$ cat src/rtl/lcd_pkg.sv
// Shared LCD/frame-buffer definitions: FSM state encoding, counter widths,
// default frame-buffer bases and the frame-size helper.
package lcd_pkg;

  localparam int unsigned REMAIN_W = 20;
  localparam int unsigned LEN_W    = 10;
  localparam int unsigned LEVEL_W  = 11;

  localparam int unsigned DEF_H_DISP    = 640;
  localparam int unsigned DEF_V_DISP    = 480;
  localparam int unsigned DEF_BUF0_BASE = 32'h0000_0000;
  localparam int unsigned DEF_BUF1_BASE = 32'h0010_0000;

  typedef enum logic [2:0] {
    ST_IDLE      = 3'd0,
    ST_FLUSH     = 3'd1,
    ST_CHECK     = 3'd2,
    ST_REQ       = 3'd3,
    ST_WAIT_DONE = 3'd4
  } state_t;

  function automatic int unsigned frame_words(input int unsigned h, input int unsigned v);
    return h * v;
  endfunction

  localparam int unsigned FRAME_WORDS = frame_words(DEF_H_DISP, DEF_V_DISP);

endpackage

$ cat src/rtl/lcd_read_scheduler_if.sv
// LCD/FIFO/SDRAM-read signal bundle seen by the read scheduler.
interface lcd_read_scheduler_if #(
  parameter int unsigned ADDR_W = 24
);
  import lcd_pkg::*;

  logic               lcd_framesync;
  logic               lcd_request;
  logic               wr_buf;
  logic [LEVEL_W-1:0] fifo_level;
  logic               fifo_flush;
  logic               rd_req;
  logic [ADDR_W-1:0]  rd_addr;
  logic [LEN_W-1:0]   rd_len;
  logic               rd_ack;
  logic               rd_done;
  logic               frame_buf;
  logic               underflow;

  modport master (
    input  lcd_framesync, lcd_request, wr_buf, fifo_level, rd_ack, rd_done,
    output fifo_flush, rd_req, rd_addr, rd_len, frame_buf, underflow
  );

  modport slave (
    output lcd_framesync, lcd_request, wr_buf, fifo_level, rd_ack, rd_done,
    input  fifo_flush, rd_req, rd_addr, rd_len, frame_buf, underflow
  );

endinterface

$ cat src/rtl/vsync_edge_det.sv
// Two-flop sample of the active-low vsync and a falling-edge (frame start) pulse.
module vsync_edge_det (
  input  logic clk,
  input  logic rst,
  input  logic vsync_n,
  output logic fall_c
);

  logic cur_q;
  logic prev_q;

  // Both stages reset high so a released reset never looks like an edge.
  always_ff @(posedge clk) begin
    if (rst) begin
      cur_q  <= 1'b1;
      prev_q <= 1'b1;
    end else begin
      cur_q  <= vsync_n;
      prev_q <= cur_q;
    end
  end

  assign fall_c = prev_q & ~cur_q;

endmodule

$ cat src/rtl/lcd_read_scheduler.sv
// Issues SDRAM burst reads to keep the LCD line FIFO above its low watermark,
// selecting and flushing the display buffer at every frame start.
module lcd_read_scheduler
  import lcd_pkg::*;
#(
  parameter int unsigned H_DISP    = DEF_H_DISP,
  parameter int unsigned V_DISP    = DEF_V_DISP,
  parameter int unsigned BURST_LEN = 256,
  parameter int unsigned LOW_WM    = 512,
  parameter int unsigned ADDR_W    = 24,
  parameter logic [ADDR_W-1:0] BUF0_BASE = ADDR_W'(DEF_BUF0_BASE),
  parameter logic [ADDR_W-1:0] BUF1_BASE = ADDR_W'(DEF_BUF1_BASE)
) (
  input  logic                clk,
  input  logic                rst,
  lcd_read_scheduler_if.master bus
);

  localparam int unsigned FRM_WORDS = frame_words(H_DISP, V_DISP);

  state_t              state;
  logic [REMAIN_W-1:0] remain;
  logic [ADDR_W-1:0]   addr;
  logic                pending;
  logic                frame_start_c;
  logic                below_wm_c;
  logic [LEN_W-1:0]    burst_len_c;

  vsync_edge_det u_vsync_edge_det (
    .clk     (clk),
    .rst     (rst),
    .vsync_n (bus.lcd_framesync),
    .fall_c  (frame_start_c)
  );

  assign below_wm_c  = (bus.fifo_level <= LEVEL_W'(LOW_WM));
  assign burst_len_c = (remain < REMAIN_W'(BURST_LEN)) ? LEN_W'(remain) : LEN_W'(BURST_LEN);

  // Scheduler FSM with counters; every output is a flop.
  always_ff @(posedge clk) begin
    if (rst) begin
      state          <= ST_IDLE;
      remain         <= '0;
      addr           <= '0;
      pending        <= 1'b0;
      bus.fifo_flush <= 1'b0;
      bus.rd_req     <= 1'b0;
      bus.rd_addr    <= '0;
      bus.rd_len     <= '0;
      bus.frame_buf  <= 1'b0;
      bus.underflow  <= 1'b0;
    end else begin
      bus.fifo_flush <= 1'b0;

      if ((state != ST_FLUSH) && bus.lcd_request && (bus.fifo_level == '0)) begin
        bus.underflow <= 1'b1;
      end

      case (state)
        ST_IDLE: begin
          if (frame_start_c) begin
            state          <= ST_FLUSH;
            bus.fifo_flush <= 1'b1;
          end
        end

        ST_FLUSH: begin
          bus.frame_buf <= ~bus.wr_buf;
          addr          <= bus.wr_buf ? BUF0_BASE : BUF1_BASE;
          remain        <= REMAIN_W'(FRM_WORDS);
          bus.underflow <= 1'b0;
          pending       <= 1'b0;
          state         <= ST_CHECK;
        end

        ST_CHECK: begin
          if (frame_start_c) begin
            state          <= ST_FLUSH;
            bus.fifo_flush <= 1'b1;
          end else if (remain == '0) begin
            state <= ST_IDLE;
          end else if (below_wm_c) begin
            state       <= ST_REQ;
            bus.rd_req  <= 1'b1;
            bus.rd_addr <= addr;
            bus.rd_len  <= burst_len_c;
          end
        end

        ST_REQ: begin
          if (frame_start_c) begin
            pending <= 1'b1;
          end
          if (bus.rd_ack) begin
            bus.rd_req <= 1'b0;
            addr       <= addr + ADDR_W'(bus.rd_len);
            remain     <= remain - REMAIN_W'(bus.rd_len);
            state      <= ST_WAIT_DONE;
          end
        end

        ST_WAIT_DONE: begin
          if (frame_start_c) begin
            pending <= 1'b1;
          end
          // A frame start seen during the burst is honoured only once it lands.
          if (bus.rd_done) begin
            if (pending || frame_start_c) begin
              state          <= ST_FLUSH;
              bus.fifo_flush <= 1'b1;
            end else begin
              state <= ST_CHECK;
            end
          end
        end

        default: state <= ST_IDLE;
      endcase
    end
  end

endmodule
$ cat src/flat_wrapper.sv
// flat-port wrapper written by rule: the top's interface ports become plain ports
module lcd_read_scheduler_flat import lcd_pkg::*;
#(
  parameter int unsigned H_DISP    = DEF_H_DISP,
  parameter int unsigned V_DISP    = DEF_V_DISP,
  parameter int unsigned BURST_LEN = 256,
  parameter int unsigned LOW_WM    = 512,
  parameter int unsigned ADDR_W    = 24,
  parameter logic [ADDR_W-1:0] BUF0_BASE = ADDR_W'(DEF_BUF0_BASE),
  parameter logic [ADDR_W-1:0] BUF1_BASE = ADDR_W'(DEF_BUF1_BASE)
)
  (clk, rst, bus_lcd_framesync, bus_lcd_request, bus_wr_buf, bus_fifo_level, bus_rd_ack, bus_rd_done, bus_fifo_flush, bus_rd_req, bus_rd_addr, bus_rd_len, bus_frame_buf, bus_underflow);
  lcd_read_scheduler_if #(.ADDR_W(ADDR_W)) bus_i ();
  input  logic clk;
  input  logic rst;
  input wire logic [$bits(bus_i.lcd_framesync)-1:0] bus_lcd_framesync;
  input wire logic [$bits(bus_i.lcd_request)-1:0] bus_lcd_request;
  input wire logic [$bits(bus_i.wr_buf)-1:0] bus_wr_buf;
  input wire logic [$bits(bus_i.fifo_level)-1:0] bus_fifo_level;
  input wire logic [$bits(bus_i.rd_ack)-1:0] bus_rd_ack;
  input wire logic [$bits(bus_i.rd_done)-1:0] bus_rd_done;
  output wire logic [$bits(bus_i.fifo_flush)-1:0] bus_fifo_flush;
  output wire logic [$bits(bus_i.rd_req)-1:0] bus_rd_req;
  output wire logic [$bits(bus_i.rd_addr)-1:0] bus_rd_addr;
  output wire logic [$bits(bus_i.rd_len)-1:0] bus_rd_len;
  output wire logic [$bits(bus_i.frame_buf)-1:0] bus_frame_buf;
  output wire logic [$bits(bus_i.underflow)-1:0] bus_underflow;
  assign bus_i.lcd_framesync = bus_lcd_framesync;
  assign bus_i.lcd_request = bus_lcd_request;
  assign bus_i.wr_buf = bus_wr_buf;
  assign bus_i.fifo_level = bus_fifo_level;
  assign bus_i.rd_ack = bus_rd_ack;
  assign bus_i.rd_done = bus_rd_done;
  assign bus_fifo_flush = bus_i.fifo_flush;
  assign bus_rd_req = bus_i.rd_req;
  assign bus_rd_addr = bus_i.rd_addr;
  assign bus_rd_len = bus_i.rd_len;
  assign bus_frame_buf = bus_i.frame_buf;
  assign bus_underflow = bus_i.underflow;
  lcd_read_scheduler #(.H_DISP(H_DISP), .V_DISP(V_DISP), .BURST_LEN(BURST_LEN), .LOW_WM(LOW_WM), .ADDR_W(ADDR_W), .BUF0_BASE(BUF0_BASE), .BUF1_BASE(BUF1_BASE)) u_core (.clk(clk), .rst(rst), .bus(bus_i));
endmodule
$ cat config.mk
export PLATFORM = sky130hd
export DESIGN_NAME = lcd_read_scheduler_flat
export DESIGN_NICKNAME = d
export VERILOG_FILES = /design/src/rtl/lcd_pkg.sv /design/src/rtl/lcd_read_scheduler_if.sv /design/src/rtl/vsync_edge_det.sv /design/src/rtl/lcd_read_scheduler.sv /design/src/flat_wrapper.sv
export SDC_FILE = /design/constraint.sdc
export NUM_CORES = 1
export LEC_CHECK = 0
export CAP_MARGIN = 20
export CORE_MARGIN = 4
export CORE_UTILIZATION = 60
export CTS_CLUSTER_SIZE = 25
export DETAILED_ROUTE_END_ITERATION = 16
export PLACE_DENSITY = 0.95
export SYNTH_ARGS = -nofsm -noshare
export SYNTH_HDL_FRONTEND = slang
export SYNTH_SLANG_ARGS = --single-unit
$ cat constraint.sdc
create_clock -name clk -period 7.2 [get_ports clk]
set_clock_uncertainty 0.2 [all_clocks]
set_input_delay 1.44 -clock clk [delete_from_list [all_inputs] [get_ports clk]]
set_output_delay 1.44 -clock clk [all_outputs]
set_load 0.01 [all_outputs]
==> summary.md <==
| Metric | Value |
|---|---|
| Fin util | `73.04%` |
| Post-synth EDFFs | `0` |
| Setup-failing EPs final | `0` |
| DRT antenna net count | `0` |
| Residual DRC | `0` |
| Die Footprint | `0.009201 mm2` |
| Hold-fix buffers at CTS | `0` |
| Sequential-to-total area share from yosys stat | `37.98%` |
| Clock Power Share | `36.7%` |
| Critical path startpoint | `bus_rd_ack` |
| Total grt overflow | `0` |
| Critical path type | `in2reg` |
| Least-Margin Pin Slew | `947.3 ps` |
| Fraction of layout cells with a size suffix above 1 | `13.92%` |
| GRT Overall Usage | `23.90%` |
| Via/cell ratio | `5.987` |
| Root buffer cell | `clkbuf_8` |
| CP max stage cell | `nand2b_1` |
| CP delay by family, top | `simple AND/OR/NAND/NOR gates` |
| Leakage power | `1.861 nW` |
| CTS Sinks | `88` |
| Global-route wire length before repair | `17,570 um` |
| YS warnings | `0` |
| Crit path arrival time | `3970 ps` |
| Ant. Diodes | `0` |
| Slowest stage delay, CP | `800 ps` |
| Vias in the first global route | `3,832` |
| # fillers | `507` |
| Commonest cells post-synth | `dfxtp_1 (88), nor2_1 (55), nand2_1 (48)` |
| Die Ht | `95.92 um` |
| CTS buffer count | `9` |
| Initial DRC Count | `229` |
| Initial antenna violation count | `0` |
| Maximum fanout along the worst path | `23` |
| Outcome | `completed` |
| Switch Pwr | `0.2338 mW` |
| DRT Wirelength | `10,560 um` |
| Number of core rows | `31` |
| Worst hold-check path type | `reg2reg` |
| Pwr dens | `165.3 mW/mm2` |
| Largest net degree at the start of global routing | `76` |
| Fin crit period | `3959 ps` |
| Syn_area_per_cell | `8.686 um2` |
| Cell variety after synth | `62` |
| Global placer's final weighted congestion | `0.9682` |
| Count leader, synth | `dfxtp_1` |
| Worst vdd ir | `0.1350 mV` |
| Main flop type after synthesis | `dfxtp_1` |
| Syn nets | `574` |
| Switch share | `26.27%` |
| R2r startpoint | `u_core.bus.rd_len[0]` |
| Final period util | `54.99%` |
| CP required | `7210 ps` |
| Die Width | `95.92 um` |
| Flop2flop setup slack | `4060 ps` |
| Number of I/O port buffers | `55` |
| Via Count | `4,077` |
| Buffer count from post-CTS setup fixing | `0` |
| Combinational power share | `7.4%` |
| CORE AREA | `0.007370 mm2` |
| Register area | `0.001762 mm2` |
| TNS Setup | `0 ps` |
| Max-cap violations | `0` |
| TritonCTS clock tree | `done` |
| R2R cell count | `8` |
| Crit-path cells | `clkdlybuf4s50_1 > nor2b_1 > nand2b_1 > nor4_1 > a21boi_1 > or3_1 > a31oi_1` |
| Multi-input logic area | `0.002650 mm2` |
| FF+latch count, synth | `88` |
| Number of cells on the critical path | `7` |
| Reg2reg end | `u_core.addr[20]` |
| Top cell type's share of synthesized area | `37.98%` |
| Final Hold Vio Count | `0` |
| Drt pass-1 iters | `5` |
| Post-Syn Area | `0.004638 mm2` |
| Clock transition at the registers of the reported paths | `100 ps` |
| Area delta synth->final | `16.05%` |
| CP endpoint kind | `register` |
| Final nets | `617` |
| Synthesized instance count | `534` |
| CP Launch Type | `primary input` |
| RSZ-0062 raised after global routing | `false` |
| I/O Pins | `56` |
| Async SR Flop Fraction | `0%` |
| Fmax | `252.6 MHz` |
| Fin. max-slew vios | `0` |
| CP Buf/Inv Count | `1` |
| Sequential group share of total power | `55.8%` |
| Clock buffer depth | `2` |
| HPWL Detailed | `7531 um` |
| CTS H-Tree Depth | `3` |
| Int Pwr | `0.6559 mW` |
| Synth area leaders | `dfxtp_1 (38%), ha_1 (5.4%), xnor2_1 (4.7%)` |
| Leading area contributor after synthesis | `dfxtp_1` |
| Initial Utilization | `62.94%` |
| Post-CTS resize count | `0` |
| Worst skew pair latency | `360 ps` |
| Max-Slew Margin vs Limit | `36.84%` |
| Critical Path Sink | `u_core.remain[13]` |
| WL/cell | `15.51 um` |
==> power groups by stage <==
| stage | combinational [mW] | sequential, mW | clock, mW |
|---|---|---|---|
| 5_1_grt | 0.0716 | 0.498 | 0.351 |
| 3_3_place_gp | 0.0623 | 0.507 | 0 |
| 4_1_cts | 0.0654 | 0.496 | 0.330 |
| 6_report | 0.0662 | 0.497 | 0.327 |
| 3_5_place_dp | 0.0649 | 0.508 | 0 |
| 2_1_floorplan | 0.0459 | 0.506 | 0 |
==> worst min-delay path by stage <==
| stage | start | to | slack (ps) | cells after the start |
|---|---|---|---|---|
| floorplan | u_core.u_vsync_edge_det.cur_q | u_core.u_vsync_edge_det.prev_q | 230 | 1 |
| global placement | u_core.u_vsync_edge_det.cur_q | u_core.u_vsync_edge_det.prev_q | 240 | 1 |
| detailed placement | u_core.bus.rd_addr[6] | u_core.bus.rd_addr[6] | 250 | 2 |
| CTS | u_core.bus.rd_addr[3] | u_core.bus.rd_addr[3] | 260 | 2 |
| global route | u_core.bus.rd_addr[3] | u_core.bus.rd_addr[3] | 270 | 2 |
| finish | u_core.bus.rd_addr[4] | u_core.bus.rd_addr[4] | 260 | 2 |
==> tightest hold or removal path, delay by kind of cell, from the launching register on <==
family	cells	cell delay, ps
compound gates	1	40
flops	1	330
simple gates	1	60
==> through the flow <==
stage | setup WS, ps | instances | hold slack (ps) | total power, mW | cell area [um2]
finish | 3241 | 681 | 261.3 | 0.8897 | 5383
global route | 3061 | 681 | 274.6 | 0.9199 | 5383
CTS | 3312 | 681 | 263.5 | 0.8913 | 5383
detailed placement | 3005 | 665 | 249.1 | 0.5727 | 5195
global placement | 3147 | 664 | 241.9 | 0.5695 | 5167
floorplan | 4245 | 534 | 232.1 | 0.5522 | 4638
==> kinds of logic after synthesis <==
family / synth area share, %
AND/OR/NAND/NOR: 22.77
AO/OA/AOI/OAI: 22.96
flip-flops: 37.98
buffers and inverters: 4.937
XOR/XNOR: 5.099
adder cells (fa/ha/maj): 6.258
==> state kept, by name, summed over array words and instances, names as in the netlist <==
name,count
u_core.u_vsync_edge_det.cur_q,1
u_core.u_vsync_edge_det.prev_q,1
u_core.bus.frame_buf,1
u_core.state,3
u_core.addr,24
u_core.remain,20
u_core.pending,1
u_core.bus.rd_len,10
u_core.bus.rd_req,1
u_core.bus.underflow,1
u_core.bus.fifo_flush,1
u_core.bus.rd_addr,24
==> layer usage <==
layer  routed length [um]  vias to the layer above  track usage, %
met5                    0                        -               0
li1                     -                     1994               -
met4                  201                        0           7.820
met1                 4514                     1909           29.63
met3                  565                       20           4.457
met2                 5279                      154           41.69
==> final cells by class <==
class / instances / share of cell area [%]
Timing Repair Buffer: 58 / 10.93
Inverter: 19 / 1.325
Clock inverter: 6 / 0.9298
Multi-Input combinational cell: 401 / 49.23
Tap cell: 99 / 2.301
Sequential cell: 88 / 32.73
Clock buffer: 10 / 2.557
==> layout by cell type (no fill, tap or decap), drive strengths merged, types with 12 or more instances in the layout <==
cell	n
nor2	55
a21oi	53
clkdlybuf4s50	54
xnor2	25
nand2	67
ha	20
dfxtp	88
nand3	18
inv	22
a22oi	12
o21ai	19
Power figures use the tool's default switching activity.
